File: src/rtl/mem_arbiter.sv
// Two-master (fetch / data) arbiter that feeds one AXI controller request channel.
// Latency: 1 cycle from request to ctl_* valid; back-to-back grants add no idle cycle.
// Backpressure: the owner holds until ctl_ready & x_done. The other master waits with ready=0.
//
// Ports:
//   CLK, nRST                  clock, asynchronous active-low reset
//   i_read/i_addr/i_done       fetch request, address, fetch-stage consume
//   i_ready/i_load             fetch complete, fetched word
//   d_read/d_write/d_addr      data request (write size 0..3 wins over read), address
//   d_store/d_done             store data, mem-stage consume
//   d_ready/d_load             data access complete, loaded word
//   ctl_read/ctl_write         latched operation towards the controller
//   ctl_addr/ctl_store         latched address and store data
//   ctl_done                   transaction acknowledged to the controller
//   ctl_ready/ctl_load         controller access done, load data
module mem_arbiter #(
  parameter bit DATA_FIRST = 1'b1
) (
  input  logic        CLK,
  input  logic        nRST,
  input  logic        i_read,
  input  logic [31:0] i_addr,
  input  logic        i_done,
  output logic        i_ready,
  output logic [31:0] i_load,
  input  logic        d_read,
  input  logic [1:0]  d_write,
  input  logic [31:0] d_addr,
  input  logic [31:0] d_store,
  input  logic        d_done,
  output logic        d_ready,
  output logic [31:0] d_load,
  output logic        ctl_read,
  output logic [1:0]  ctl_write,
  output logic [31:0] ctl_addr,
  output logic [31:0] ctl_store,
  output logic        ctl_done,
  input  logic        ctl_ready,
  input  logic [31:0] ctl_load
);

  typedef enum logic [1:0] {IDLE, GNT_I, GNT_D, DRAIN} state_t;

  state_t      state_q, state_d;
  logic        last_d_q, last_d_d;       // 1: data port held the most recent grant
  logic        drain_own_q, drain_own_d; // owner of the abandoned transaction (1 = data)
  logic        op_read_q, op_read_d;
  logic [1:0]  op_write_q, op_write_d;
  logic [31:0] addr_q, addr_d;
  logic [31:0] store_q, store_d;

  logic ireq, dreq;
  logic grant_i, grant_d;

  assign ireq = i_read;
  assign dreq = d_read | (d_write != 2'b00);

  always_ff @(posedge CLK or negedge nRST) begin
    if (!nRST) begin
      state_q     <= IDLE;
      last_d_q    <= ~DATA_FIRST;
      drain_own_q <= 1'b0;
      op_read_q   <= 1'b0;
      op_write_q  <= 2'b00;
      addr_q      <= 32'h0;
      store_q     <= 32'h0;
    end else begin
      state_q     <= state_d;
      last_d_q    <= last_d_d;
      drain_own_q <= drain_own_d;
      op_read_q   <= op_read_d;
      op_write_q  <= op_write_d;
      addr_q      <= addr_d;
      store_q     <= store_d;
    end
  end

  always_comb begin
    state_d     = state_q;
    last_d_d    = last_d_q;
    drain_own_d = drain_own_q;
    op_read_d   = op_read_q;
    op_write_d  = op_write_q;
    addr_d      = addr_q;
    store_d     = store_q;
    grant_i     = 1'b0;
    grant_d     = 1'b0;

    // Address/store always come from the latch so they never glitch with master inputs.
    ctl_read  = 1'b0;
    ctl_write = 2'b00;
    ctl_addr  = addr_q;
    ctl_store = store_q;
    ctl_done  = 1'b0;
    i_ready   = 1'b0;
    i_load    = 32'h0;
    d_ready   = 1'b0;
    d_load    = 32'h0;

    case (state_q)
      IDLE: begin
        if (ireq && dreq) begin
          // Tie: the master that did not win last time goes first.
          if (last_d_q) grant_i = 1'b1;
          else          grant_d = 1'b1;
        end else if (ireq) begin
          grant_i = 1'b1;
        end else if (dreq) begin
          grant_d = 1'b1;
        end
      end

      GNT_I: begin
        ctl_read  = op_read_q;
        ctl_write = op_write_q;
        i_ready   = ctl_ready;
        i_load    = ctl_load;
        ctl_done  = i_done;
        if (ctl_ready && i_done) begin
          // The fetch request is stale on its own completion edge, so only data may follow.
          if (dreq) grant_d = 1'b1;
          else      state_d = IDLE;
        end else if (!ireq) begin
          if (ctl_ready) begin
            ctl_done = 1'b1;
            state_d  = IDLE;
          end else begin
            state_d     = DRAIN;
            drain_own_d = 1'b0;
          end
        end
      end

      GNT_D: begin
        ctl_read  = op_read_q;
        ctl_write = op_write_q;
        d_ready   = ctl_ready;
        d_load    = ctl_load;
        ctl_done  = d_done;
        if (ctl_ready && d_done) begin
          if (ireq) grant_i = 1'b1;
          else      state_d = IDLE;
        end else if (!dreq) begin
          if (ctl_ready) begin
            ctl_done = 1'b1;
            state_d  = IDLE;
          end else begin
            state_d     = DRAIN;
            drain_own_d = 1'b1;
          end
        end
      end

      DRAIN: begin
        // Nobody consumes the result; acknowledge it ourselves as soon as it arrives.
        ctl_read  = op_read_q;
        ctl_write = op_write_q;
        ctl_done  = ctl_ready;
        if (ctl_ready) state_d = IDLE;
      end

      default: state_d = IDLE;
    endcase

    if (grant_i) begin
      state_d    = GNT_I;
      last_d_d   = 1'b0;
      op_read_d  = 1'b1;
      op_write_d = 2'b00;
      addr_d     = i_addr;
      store_d    = 32'h0;
    end

    if (grant_d) begin
      state_d    = GNT_D;
      last_d_d   = 1'b1;
      // A simultaneous read and write is treated as the write.
      op_read_d  = (d_write == 2'b00);
      op_write_d = d_write;
      addr_d     = d_addr;
      store_d    = d_store;
    end
  end

endmodule

File: config.mk
export PLATFORM = sky130hd
export DESIGN_NAME = mem_arbiter
export DESIGN_NICKNAME = d
export VERILOG_FILES = /design/src/rtl/mem_arbiter.sv
export SDC_FILE = /design/constraint.sdc
export NUM_CORES = 1
export LEC_CHECK = 0
export ABC_CLOCK_PERIOD_IN_PS = 1800
export CORE_UTILIZATION = 30
export DETAILED_ROUTE_END_ITERATION = 10
export PLACE_DENSITY = 0.76
export SLEW_MARGIN = 25
export SYNTH_ARGS = -nofsm -noshare
export SYNTH_HDL_FRONTEND = slang
export SYNTH_SLANG_ARGS = --single-unit
File: constraint.sdc
create_clock -name CLK -period 1.8 [get_ports CLK]
set_clock_uncertainty 0.05 [all_clocks]
set_input_delay 0.18 -clock CLK [delete_from_list [all_inputs] [get_ports CLK]]
set_output_delay 0.18 -clock CLK [all_outputs]
set_load 0.005 [all_outputs]
* Yosys cells after proc, flatten, opt, wreduce, memory -nomap -nowiden
Index checks and enable logic that the tools add are counted.
Operators by class: equality and inequality tests 8, muxes and demuxes 45, bitwise operators 1, reduce and logical (&&, ||, !) cells 10
Operators with widths (count):
- $mux W32 | 6
- $mux W2 | 13
- $mux W1 | 22
- $ne A5 B5 Y1 const B | 4
- $pmux W2 S3 | 1
- $reduce_and A6 Y1 | 1
- $reduce_bool A5 Y1 | 1
- $eq A2 B2 Y1 const B | 2
- $logic_not A2 Y1 | 2
- $ne A4 B4 Y1 const B | 1
- $pmux W1 S2 | 2
- $reduce_bool A2 Y1 | 2
- $logic_and A1 B1 Y1 | 3
- $pmux W1 S3 | 1
- $reduce_or A3 Y1 | 1
- $eq A2 B1 Y1 const B | 1
- $or A1 B1 Y1 | 1
Word-level totals: flip-flop bits (word level) 70, input port bits 137, output and inout port bits 134, logic and storage cells 70

* Depth between registers and ports, before layout
Gate-level depths: netlist of run 1.
depth in word-level cells 8, mapped depth 8

* Worst setup path after synthesis of run 1
No wires, ideal clock.
path type reg2reg, start register state_q[1], end register state_q[0], setup time 137 ps, arrival time 1496 ps, path slack 117 ps, cell stages (with the launch flop) 9, buffers on the path 3, cell sequence dfrtp_1 -> buf_2 -> nand4b_4 -> a21oi_2 -> buf_6 -> buf_6 -> nor2_1 -> mux2i_1 -> nand3_1
On the way: cells in the longest elaborated chain, start to end 4
RTL lines:
- from (decl) | line 44 | state_t state_q, state_d;
- from (signal assigned) | line 68 | state_q <= state_d;
- $eq A2 B2 Y1, or another cell as far along | line 100 | case (state_q)
- $pmux W1 S2 or $pmux W2 S3 (tied branches) | line 100
- $ne A5 B5 Y1 (no line), or another cell as far along
- $reduce_and A6 Y1 (no line) or $mux W2 (tied branches)
Parallel ways exist; a longest one is shown, timed or not. A chain may end at the register's enable or synchronous reset.

* Worst setup path in the final report of run 1
start register state_q[1], end output i_load[29]
On the way: cells in the longest elaborated chain, start to end 2
RTL lines:
- $eq A2 B1 Y1 | line 100
- $mux W32 | line 100
- to (decl) | line 25 | output logic [31:0] i_load,
No other way between the ends.

==> results of run 1 <==
-- repair_timing --
item | 4_1_cts | 5_1_grt
hold buffers | 1 | 0
gates resized for setup | 178 | 143
endpoints found under the hold margin | 70 | 0
cloned | 19 | 4
endpoints found under the setup margin | 129 | 131
pin swaps | 28 | 25
buffers inserted | 19 | 14
-- area by class of cell --
type	instances	area, µm²	area share
clock buffers	10	229	0.0287
diodes	1	2.50	0.000313
multi-input cells	236	2030	0.254
well taps	140	175	0.0219
clock inverters	6	95.1	0.0119
inverters	3	11.3	0.00141
repair buffers	348	3690	0.462
flip-flops and latches	70	1750	0.220
-- per-layer routing --
layer | GRT usage | vias to the layer above
met3 | 0.0658 | 45
met1 | 0.254 | 1922
li1 | - | 1839
met4 | 0.122 | 0
met2 | 0.473 | 224
met5 | 0 | -
-- how the worst min path moves through the flow --
stage / startpoint / to / slack [ps] / cells after the start
after detailed placement: nRST / ctl_addr[13] / 190 / 2
after global routing: d_write[1] / op_write_q[1] / 140 / 2
after global placement: nRST / ctl_addr[13] / 190 / 2
final: d_write[1] / op_write_q[1] / 140 / 2
after floorplan: nRST / ctl_addr[0] / -170 / 0
after CTS: nRST / ctl_addr[13] / 370 / 3
-- metrics by stage --
step	hold slack (ps)	cell area, µm²
2_1_floorplan	-166	3490
3_3_place_gp	188	6520
3_5_place_dp	189	6520
4_1_cts	367	7810
5_1_grt	139	7990
6_report	140	7990
-- state kept, by name, indices dropped and copies added, names as in the netlist --
register and count:
last_d_q 1, op_read_q 1, ctl_addr 32, state_q 2, op_write_q 2, ctl_store 32
-- placed cells by master (no fill, tap or decap), drive strengths merged, types with 10 or more instances in the layout --
cell type / instances
clkbuf: 52
dlygate4sd2: 17
a22o: 34
and2: 66
nor2: 39
a21oi: 34
clkdlybuf4s50: 199
mux2i: 33
buf: 74
dfrtp: 70
dlymetal6s2s: 10
-- report_power, final --
| group | switching (mW) | leakage (nW) | internal [mW] |
|---|---|---|---|
| clock network | 0.720 | 0.157 | 1.23 |
| registers | 0.607 | 0.829 | 2.34 |
| logic | 3.71 | 2.59 | 5.67 |
| total | 5.04 | 3.58 | 9.24 |
-- kinds of logic after synthesis --
| kind of cell | synth area share |
|---|---|
| mux | 0.0948 |
| buf+inv | 0.0456 |
| compound gates | 0.160 |
| simple gates | 0.197 |
| flops | 0.503 |
-- worst max-delay path, stage by stage, from the launching register on --
cell             delay, ps
dfrtp_2                430
buf_4                  150
nor2_4                  70
buf_4                  150
and2_1                 130
clkdlybuf4s50_1        490
==> results.py, run 1 <==
metrics = {
    "status": {
        "status": "complete, but fails checks",
        "violations": "setup timing",
    },
    "pwr": {
        "power.total_mw": 14.3,
        "powerDensity_nw_per_um2": 1790,
        "p_leak_nw": 3.58,
        "irDropWorstVdd_mv": 0.978,
    },
    "sta": {
        "period_share": 1.09,
        "finalSetupTns_ps": -7990,
        "hold_violations": 0,
        "rsz0062_at_grt": "yes",
        "min_period_ps": 1970,
        "finalWorstSetupSlack_ps": -171,
        "slew_viol_final": 0,
        "finalSetupViolations": 89,
        "max_freq_mhz": 507,
        "tightestPinTransition_ps": 439,
        "slew_headroom": 0.707,
    },
    "run": {
        "drv_cap": 0,
    },
    "synth": {
        "ys_ff_latch": 70,
        "synth_edf_count": 0,
        "synth_top_cell_by_area": "dfrtp_1",
        "yosys-top-cells-area": "dfrtp_1, and2_1, mux2i_1",
        "synth_nets": 472,
        "postSynthCellCount": 335,
        "yosysSeqAreaShare": 0.503,
        "syn_area_um2": 3490,
        "synth_area_per_cell_um2": 10.4,
        "async_flop_share": 1.00,
        "yosysWarnings": 0,
        "synth_top_area_share": 0.503,
        "synth.most_common_cell": "dfrtp_1",
        "synth_ff_type": "dfrtp_1",
        "yosysUniqueCellTypes": 32,
        "ys_top_cells_by_count": "dfrtp_1, and2_1, nor2_1",
    },
    "layout": {
        "num-nets-final": 805,
        "final_core_util": 0.721,
        "fillerInstances": 785,
        "syn_to_final_growth_pct": 129,
        "finalNonFillerCells": 814,
        "drive_above_1_share": 0.321,
    },
    "floorplanning": {
        "core_area_um2": 11100,
        "rows": 38,
        "pin_count": 271,
        "dieArea_um2": 12100,
        "die_h_um": 110,
        "die_x_um": 110,
        "initial_core_util": 0.315,
    },
    "detailed_routing": {
        "firstDrtPassIters": 4,
        "wl_per_cell_um": 19.6,
        "met1_length_um": 5540,
        "finalWirelength_um": 16000,
        "antenna_left": 0,
        "dr.first_iter.drc_count": 130,
        "vias_per_cell": 4.95,
        "wl_met3_um": 1320,
        "drc": 0,
        "vias": 4030,
        "wl_met2_um": 8510,
        "routed.top_layer": "met4",
    },
    "cts": {
        "numCtsBuffers": 9,
        "clk_pin_slew_worst_paths_ps": 60,
        "cts_root_buffer": "clkbuf_16",
        "clk_latency_ps": 330,
        "htree_num_levels": 3,
        "cts_max_path_buffers": 2,
        "clock-sinks": 70,
        "cts_tree": "done",
    },
    "grt": {
        "grt_pass1_wl_um": 22300,
        "antenna_found_initial": 1,
        "grt_max_degree": 71,
        "grt_pass1_vias": 4186,
        "grt_usage": 0.251,
        "grt-ovfl-total": 0,
    },
    "placement": {
        "hpwl_um": 9050,
        "dp_cells": 747,
        "gp_congestion": 0.762,
        "portBuffers": 270,
        "pre_cts_ws_ps": -259,
    },
    "hold_path": {
        "hp-class": "primary input to register",
    },
    "critical_path": {
        "reg2reg_from": "state_q[1]",
        "crit_path_start_kind": "register",
        "critPathArrivalTime_ps": 1740,
        "timing.rr.end": "ctl_store[20]",
        "critPathMaxFanout": 9,
        "cp.required_ps": 1570,
        "r2r_setup_slack_ps": -160,
        "path_class": "register to primary output",
        "endpoint_kind": "primary output",
        "crit_end": "i_load[29]",
        "reg2reg_depth": 10,
        "crit_start": "state_q[1]",
    },
}
Power figures use the tool's default switching activity.
==> run 2, diff against run 1 <==
--- a/config.mk
+++ b/config.mk
@@ -6,6 +6,7 @@
 export NUM_CORES = 1
 export LEC_CHECK = 0
 export ABC_CLOCK_PERIOD_IN_PS = 1800
+export CORE_MARGIN = 10
 export CORE_UTILIZATION = 30
 export DETAILED_ROUTE_END_ITERATION = 10
 export PLACE_DENSITY = 0.76
==> run 2 against run 1 <==
The run still ends with setup timing left. Sequential cell count is the same. Sequential share of layout area grew 0.90 points. Non-clock buffer count stayed put. Die area is 35% higher. Cell count is 0.25% higher. Clock-buffer cell count unchanged. Clock power down 14%. Via count shrank 1.3%. Largest power group unchanged.
==> results.py, run 2 (synthesis results as in run 1) <==
metrics = {
    "placement": {
        "portBuffers": 270,
        "pre_cts_ws_ps": -280,
        "hpwl_um": 12500,
        "gp_congestion": 0.854,
    },
    "critical_path": {
        "crit_path_start_kind": "register",
        "critPathArrivalTime_ps": 2200,
        "crit_path_top_delay_cell": "dfrtp_2",
        "cp_top_family": "buffers and inverters",
        "cp_num_buf_inv": 6,
        "cp.required_ps": 1960,
        "path_common_cell": "buf_6",
        "crit_chain": "buf_6 -> buf_6 -> buf_6 -> nor2_4 -> o211ai_1 -> buf_4 -> nand2_4 -> nor2_4 -> buf_6 -> buf_16 -> a22o_1",
        "critPathMaxFanout": 8,
        "path_class": "register to register",
        "slowest_delay_ps": 460,
        "endpoint_kind": "register",
    },
    "detailed_routing": {
        "wl_per_cell_um": 22.6,
        "drc": 0,
        "vias": 3979,
        "dr.first_iter.drc_count": 192,
        "vias_per_cell": 4.88,
        "finalWirelength_um": 18400,
        "firstDrtPassIters": 4,
        "antenna_left": 0,
    },
    "layout": {
        "mostFrequentLayoutCells": "clkdlybuf4s50_1, dfrtp_1, and2_1",
        "drive_above_1_share": 0.330,
        "diodes": 0,
        "final_common_cell": "clkdlybuf4s50_1",
        "syn_to_final_growth_pct": 120,
        "num-nets-final": 805,
    },
    "cts": {
        "htree_num_levels": 3,
        "clk_latency_ps": 320,
        "cts_tree": "done",
        "clock-sinks": 70,
        "cts_root_buffer": "clkbuf_16",
        "numCtsBuffers": 9,
        "cts_max_path_buffers": 2,
        "clk_pin_slew_worst_paths_ps": 60,
    },
    "grt": {
        "antenna_found_initial": 0,
        "grt_max_degree": 71,
        "grt_pass1_vias": 4424,
        "grt-ovfl-total": 0,
        "grt_pass1_wl_um": 25800,
        "grt_usage": 0.203,
    },
    "floorplanning": {
        "dieArea_um2": 16300,
        "core_area_um2": 11400,
        "initial_core_util": 0.305,
        "rows": 39,
        "die_h_um": 128,
        "pin_count": 271,
        "die_x_um": 128,
    },
    "sta": {
        "slew_viol_final": 0,
        "finalWorstSetupSlack_ps": -238,
        "min_period_ps": 2040,
        "tightestPinTransition_ps": 372,
        "max_freq_mhz": 491,
        "slew_headroom": 0.752,
        "rsz0062_at_grt": "yes",
        "finalSetupViolations": 72,
        "hold_violations": 0,
        "period_share": 1.13,
    },
    "status": {
        "violations": "setup timing",
        "status": "complete, but fails checks",
    },
    "pwr": {
        "powerDensity_nw_per_um2": 1740,
        "p_leak_nw": 3.42,
        "irDropWorstVdd_mv": 1.12,
        "power.total_mw": 13.3,
    },
    "hold_path": {
        "hp-class": "primary input to async pin",
    },
    "run": {
        "drv_cap": 0,
    },
}
-- run 2: cell types whose count changed in the layout (fill, tap and decap cells not counted), sizes merged --
cell,previous run,this run
buf,74,112
clkbuf,52,30
dlymetal6s2s,10,1
clkdlybuf4s15,4,1
clkinvlp,0,3
dlygate4sd2,17,14
bufinv,2,0
bufbuf,1,0
clkinv,3,2
diode,1,0
-- run 2: what timing repair did --
item	4_1_cts	5_1_grt
gates cloned	13	4
hold endpoints to repair	70	0
resized for setup	223	148
setup buffers	25	12
endpoints found under the setup margin	88	127
pin swaps	17	22
hold buffers	1	0
-- run 2: layout make-up --
cell class / count / area (µm²)
fillers: 869 / 3750
repair buffers: 348 / 3570
well taps: 143 / 179
multi-input cells: 236 / 1870
clock inverters: 6 / 45.0
inverters: 3 / 11.3
clock buffers: 10 / 239
flip-flops and latches: 70 / 1750
-- run 2: worst min-delay path, stage by stage --
cell	delay [ps]
dlygate4sd3_1	520
buf_2	120
buf_12	330
-- run 2: worst paths after layout --
kind | startpoint | endpoint | slack [ps] | depth (start not counted)
worst max-delay path | state_q[0] | ctl_store[15] | -240 | 11
worst min register to register | ctl_store[17] | ctl_store[17] | 450 | 1
max in group asynchronous | nRST | state_q[0] | 1020 | 3
worst min-delay path | nRST | ctl_store[21] | 370 | 3
min in group CLK | d_store[10] | ctl_store[10] | 410 | 2
worst max register to register | state_q[0] | ctl_store[15] | -240 | 11
-- run 2: routing by layer --
layer | GRT usage | part of all wire | vias up
li1 | - | - | 1843
met5 | 0 | 0 | -
met1 | 0.200 | 0.36 | 1906
met2 | 0.365 | 0.52 | 209
met3 | 0.0931 | 0.098 | 21
met4 | 0.0722 | 0.024 | 0
-- run 2: stage by stage --
stage / util / std cells / area (µm²) / TNS, ps / hold slack, ps
2_1_floorplan: - / 335 / 3490 / 0 / -166
4_1_cts: 0.652 / 809 / 7440 / -12800 / 397
3_5_place_dp: 0.575 / 754 / 6560 / -16070 / 199
3_3_place_gp: 0.575 / 754 / 6560 / -14770 / 188
5_1_grt: 0.671 / 816 / 7670 / -15010 / 405
6_report: 0.671 / 816 / 7670 / -11020 / 368
-- run 2: power by group --
| group | internal (mW) | switching (mW) | leakage [nW] |
|---|---|---|---|
| combinational | 5.27 | 3.57 | 2.46 |
| sequential | 2.34 | 0.486 | 0.830 |
| clock | 0.975 | 0.706 | 0.131 |
| total | 8.58 | 4.77 | 3.42 |
==> edit 1, RTL diff (settings of run 2) <==
`addr_q` no longer has a reset.
--- a/src/rtl/mem_arbiter.sv
+++ b/src/rtl/mem_arbiter.sv
@@ -63,5 +63,4 @@
       op_read_q   <= 1'b0;
       op_write_q  <= 2'b00;
-      addr_q      <= 32'h0;
       store_q     <= 32'h0;
     end else begin
@@ -71,7 +70,10 @@
       op_read_q   <= op_read_d;
       op_write_q  <= op_write_d;
-      addr_q      <= addr_d;
       store_q     <= store_d;
     end
+  end
+
+  always_ff @(posedge CLK) begin
+    addr_q <= addr_d;
   end
 
Check against the original RTL: not equivalent (a bounded check fails within 4 cycles, from zero or initial values and one cycle with nRST low).
==> edit 1 against run 2 <==
The flow still finishes with violations (negative setup slack). Power fell by 18%. Sequential cell count did not move. Die area rose by 1.4%. Design area down 6.0%. Combinational power down 27%. Area after synthesis increased by 1.7%. Maximum frequency is 2.3% higher. Worst setup slack gained 0.047 ns. Routed wire length down 17%. Utilization decreased by 4.6 points. Largest power group unchanged.
==> edit 1: results (changes against run 2) <==
outcome = finished with violations
failing checks = negative setup slack
setup slack, reg-to-reg = -0.19 ns (+0.05 ns)
post-synthesis cell type count = 35 (+9.4%)
asr flop ratio synth = 54.3% (-46 points)
Synth top cells by count = and2_1 (66), dfrtp_1 (38), a22o_1 (34), edfxtp_1 (32), mux2_4 (30)
syn_nets = 404 (-14%)
routability cong. = 0.819 (-4.2%)
Leak = 0.00359 uW (+5.1%)
sequential power share = 25.8% (+4.7 points)
proportion of layout cells with a drive suffix above 1 = 27.9% (-5.1 points)
met3 routed WL = 1980 um (+9.2%)
met1 WL = 5510 um (-16%)
NetSw = 3470 uW (-27%)
M2 GR Usage = 29.4% (-7.1 points)
post-route setup TNS = -9.87 ns (+1.15 ns)
worst setup margin = -0.192 ns (+0.0466 ns)
largest net degree at the start of global routing = 36 (-49%)
met2 wire length = 7560 um (-21%)
EDFF count, synth = 32 (+32)
final setup fails = 98 (+36%)
WHS = 0.307 ns (-0.0605 ns)
r2r worst-path depth = 7 (-4)
Crit Path Max Fanout = 9 (+1)
crit-path max cell delay = 0.43 ns (-0.03 ns)
VDD IR max = 0.690 mV (-38%)
critical path arrival = 2.01 ns (-0.19 ns)
met1 Use GR = 17.9% (-2.1 points)
==> edit 1: changes by cell type after synthesis, sizes merged, moves of 30 or more <==
cell | run 2 | this run
mux2 | 0 | 32
nor2 | 39 | 4
dfrtp | 70 | 38
mux2i | 33 | 0
a21oi | 34 | 4
edfxtp | 0 | 32
==> edit 1: cell families (layout without fill, tap and decap cells) <==
| kind of cell | Yosys count | after routing | share of synthesized area, % |
|---|---|---|---|
| buf+inv | 26 | 350 | 5.12 |
| mux | 32 | 32 | 13.3 |
| flops | 70 | 70 | 53.9 |
| simple gates | 85 | 85 | 14.8 |
| compound gates | 54 | 54 | 12.8 |
==> edit 1: worst reg2reg max path: cells and delay by family (launching register included) <==
| family | cells | cell delay, ns |
|---|---|---|
| flip-flops | 1 | 0.43 |
| multiplexers | 1 | 0.30 |
| AO/OA/AOI/OAI | 2 | 0.39 |
| buffers and inverters | 4 | 0.57 |
==> edit 1: what timing repair did <==
| action | in CTS | in global routing |
|---|---|---|
| buffers inserted | 16 | 9 |
| endpoints found under the setup margin | 102 | 166 |
| endpoints found under the hold margin | 20 | 0 |
| hold buffers | 1 | 0 |
| gates cloned | 4 | 4 |
| pin swaps | 2 | 3 |
| gates resized for setup | 123 | 79 |
==> edit 1: stage by stage <==
step,std cells,cell area (um2),worst slack (ns)
after floorplan,267,3560,-0.0782
after global placement,688,6550,-0.451
after detailed placement,688,6550,-0.430
after CTS,722,7070,-0.245
after global routing,734,7200,-0.243
final,734,7200,-0.192
==> edit 1: layout make-up <==
class / instances / area (um2)
repair buffers: 328 / 3250
clock inverters: 6 / 42.5
flip-flops and latches: 70 / 1910
fillers: 900 / 4310
inverters: 6 / 26.3
multi-input cells: 171 / 1540
well taps: 143 / 179
clock buffers: 10 / 250
==> edit 2, RTL diff (settings of run 2) <==
Made on the original files. The parameter `DATA_FIRST` goes from 1'b1 to 1'b0.
--- a/src/rtl/mem_arbiter.sv
+++ b/src/rtl/mem_arbiter.sv
@@ -15,5 +15,5 @@
 //   ctl_ready/ctl_load         controller access done, load data
 module mem_arbiter #(
-  parameter bit DATA_FIRST = 1'b1
+  parameter bit DATA_FIRST = 1'b0
 ) (
   input  logic        CLK,
Function: changed (Yosys sat finds a counterexample within 4 cycles, from zero or initial values and one cycle with nRST low).
==> edit 2 against run 2 <==
The flow still finishes with violations (negative setup slack). Highest routed layer unchanged. Count of clock-buffer cells in the layout shrank 1. Design area increased by 11%. Largest power group unchanged. Synthesized cell count unchanged. Worst setup slack improved by 0.0011 ns. Largest cell class unchanged. Sequential cell count stayed put. Utilization up 7.2 points. Power rose by 18%. Area after synthesis about the same. Routed wire length rose by 11%.
==> edit 2: results (changes against run 2) <==
first-pass GRT wire length = 28100 um (+9.0%)
post-synthesis cell type count = 33 (+3.1%)
Post-DP Area = 6500 um2 (-0.97%)
met1 Use GR = 21.7% (+1.7 points)
failing checks = negative setup slack
Seq. pwr = 2990 uW (+6%)
Slowest cell on crit path = dfrtp_1
post-DP HPWL = 12800 um (+2.2%)
Leak = 0.00369 uW (+7.8%)
met1 WL = 7120 um (+8.3%)
met3 Usage GRT = 7.82% (-1.5 points)
gr usage total = 22.1% (+1.8 points)
Crit Path Max Fanout = 6 (-2)
proportion of layout cells with a drive suffix above 1 = 44.5% (+11 points)
final cell count without fillers = 838 (+2.7%)
nets = 827 (+2.7%)
1st-iter DRT viols = 195 (+1.6%)
vias in the first global route = 4689 (+6.0%)
WL/cell = 24.3 um (+7.6%)
worst setup margin = -0.237 ns (+0.00106 ns)
Synth top cells by count = dfrtp_1 (69), and2_1 (66), nor2_1 (38), a22o_1 (34)
M2 GR Usage = 41.3% (+4.8 points)
final setup fails = 133 (+85%)
crit-path max cell delay = 0.40 ns (-0.06 ns)
met3 routed WL = 1870 um (+3.0%)
outcome = finished with violations
met2 wire length = 10600 um (+10%)
VDD IR max = 0.987 mV (-12%)
Inst Count DP = 753 (-0.13%)
post-synthesis sequential area ratio = 50.3% (about the same)
routability cong. = 0.852 (-0.28%)
Max-slew headroom = 63.8% (-11 points)
synth top area cells = dfrtp_1 (50%), and2_1 (12%), mux2i_1 (9.5%)
pwr dens = 1850 nW/um2 (+6.5%)
Setup Slack @ Placement = -0.433 ns (-0.153 ns)
## edit 2: cell types whose count changed after synthesis
| cell | before | now |
|---|---|---|
| dfrtp_1 | 70 | 69 |
| dfstp_2 | 0 | 1 |
## edit 2: final timing paths
path / endpoint / from / slack [ns] / cells past startpoint
max: ctl_addr[10] / state_q[0] / -0.24 / 8
min: ctl_store[27] / nRST / 0.37 / 3
max reg2reg: ctl_addr[10] / state_q[0] / -0.24 / 8
min reg2reg: ctl_store[24] / ctl_store[24] / 0.45 / 1
max in group asynchronous: last_d_q / nRST / 0.99 / 3
min in group CLK: ctl_store[28] / d_store[28] / 0.41 / 2
## edit 2: stage by stage
step / TNS (ns) / utilization (%)
floorplan: 0 / -
global placement: -34.74 / 56.9
detailed placement: -25.24 / 56.9
CTS: -14.49 / 68.6
global route: -24.35 / 74.3
finish: -15.40 / 74.3
## edit 2: logic make-up after synthesis
family / count (synthesis) / synth area share, %
buf+inv: 29 / 4.56
simple gates: 123 / 19.7
compound gates: 80 / 16.0
flops: 70 / 50.3
mux: 33 / 9.47
## edit 2: final cells by class
| type | count | area share, % |
|---|---|---|
| multi-input cells | 237 | 25.2 |
| inverters | 3 | 0.162 |
| clock inverters | 7 | 1.24 |
| repair buffers | 369 | 48.0 |
| flip-flops and latches | 70 | 20.7 |
| clock buffers | 9 | 2.65 |
| well taps | 143 | 2.11 |
## edit 2: timing repair
action,CTS,global route
hold endpoints to repair,69,0
hold buffers,1,0
pin swaps,43,36
gates cloned,20,6
buffers inserted,36,12
endpoints found under the setup margin,106,137
resized for setup,420,126
## edit 2: critical path: cells and delay by family, from the launching register on
family | cells | cell delay [ns]
flip-flops | 1 | 0.40
AO/OA/AOI/OAI | 3 | 0.59
multiplexers | 1 | 0.32
buffers and inverters | 4 | 0.55
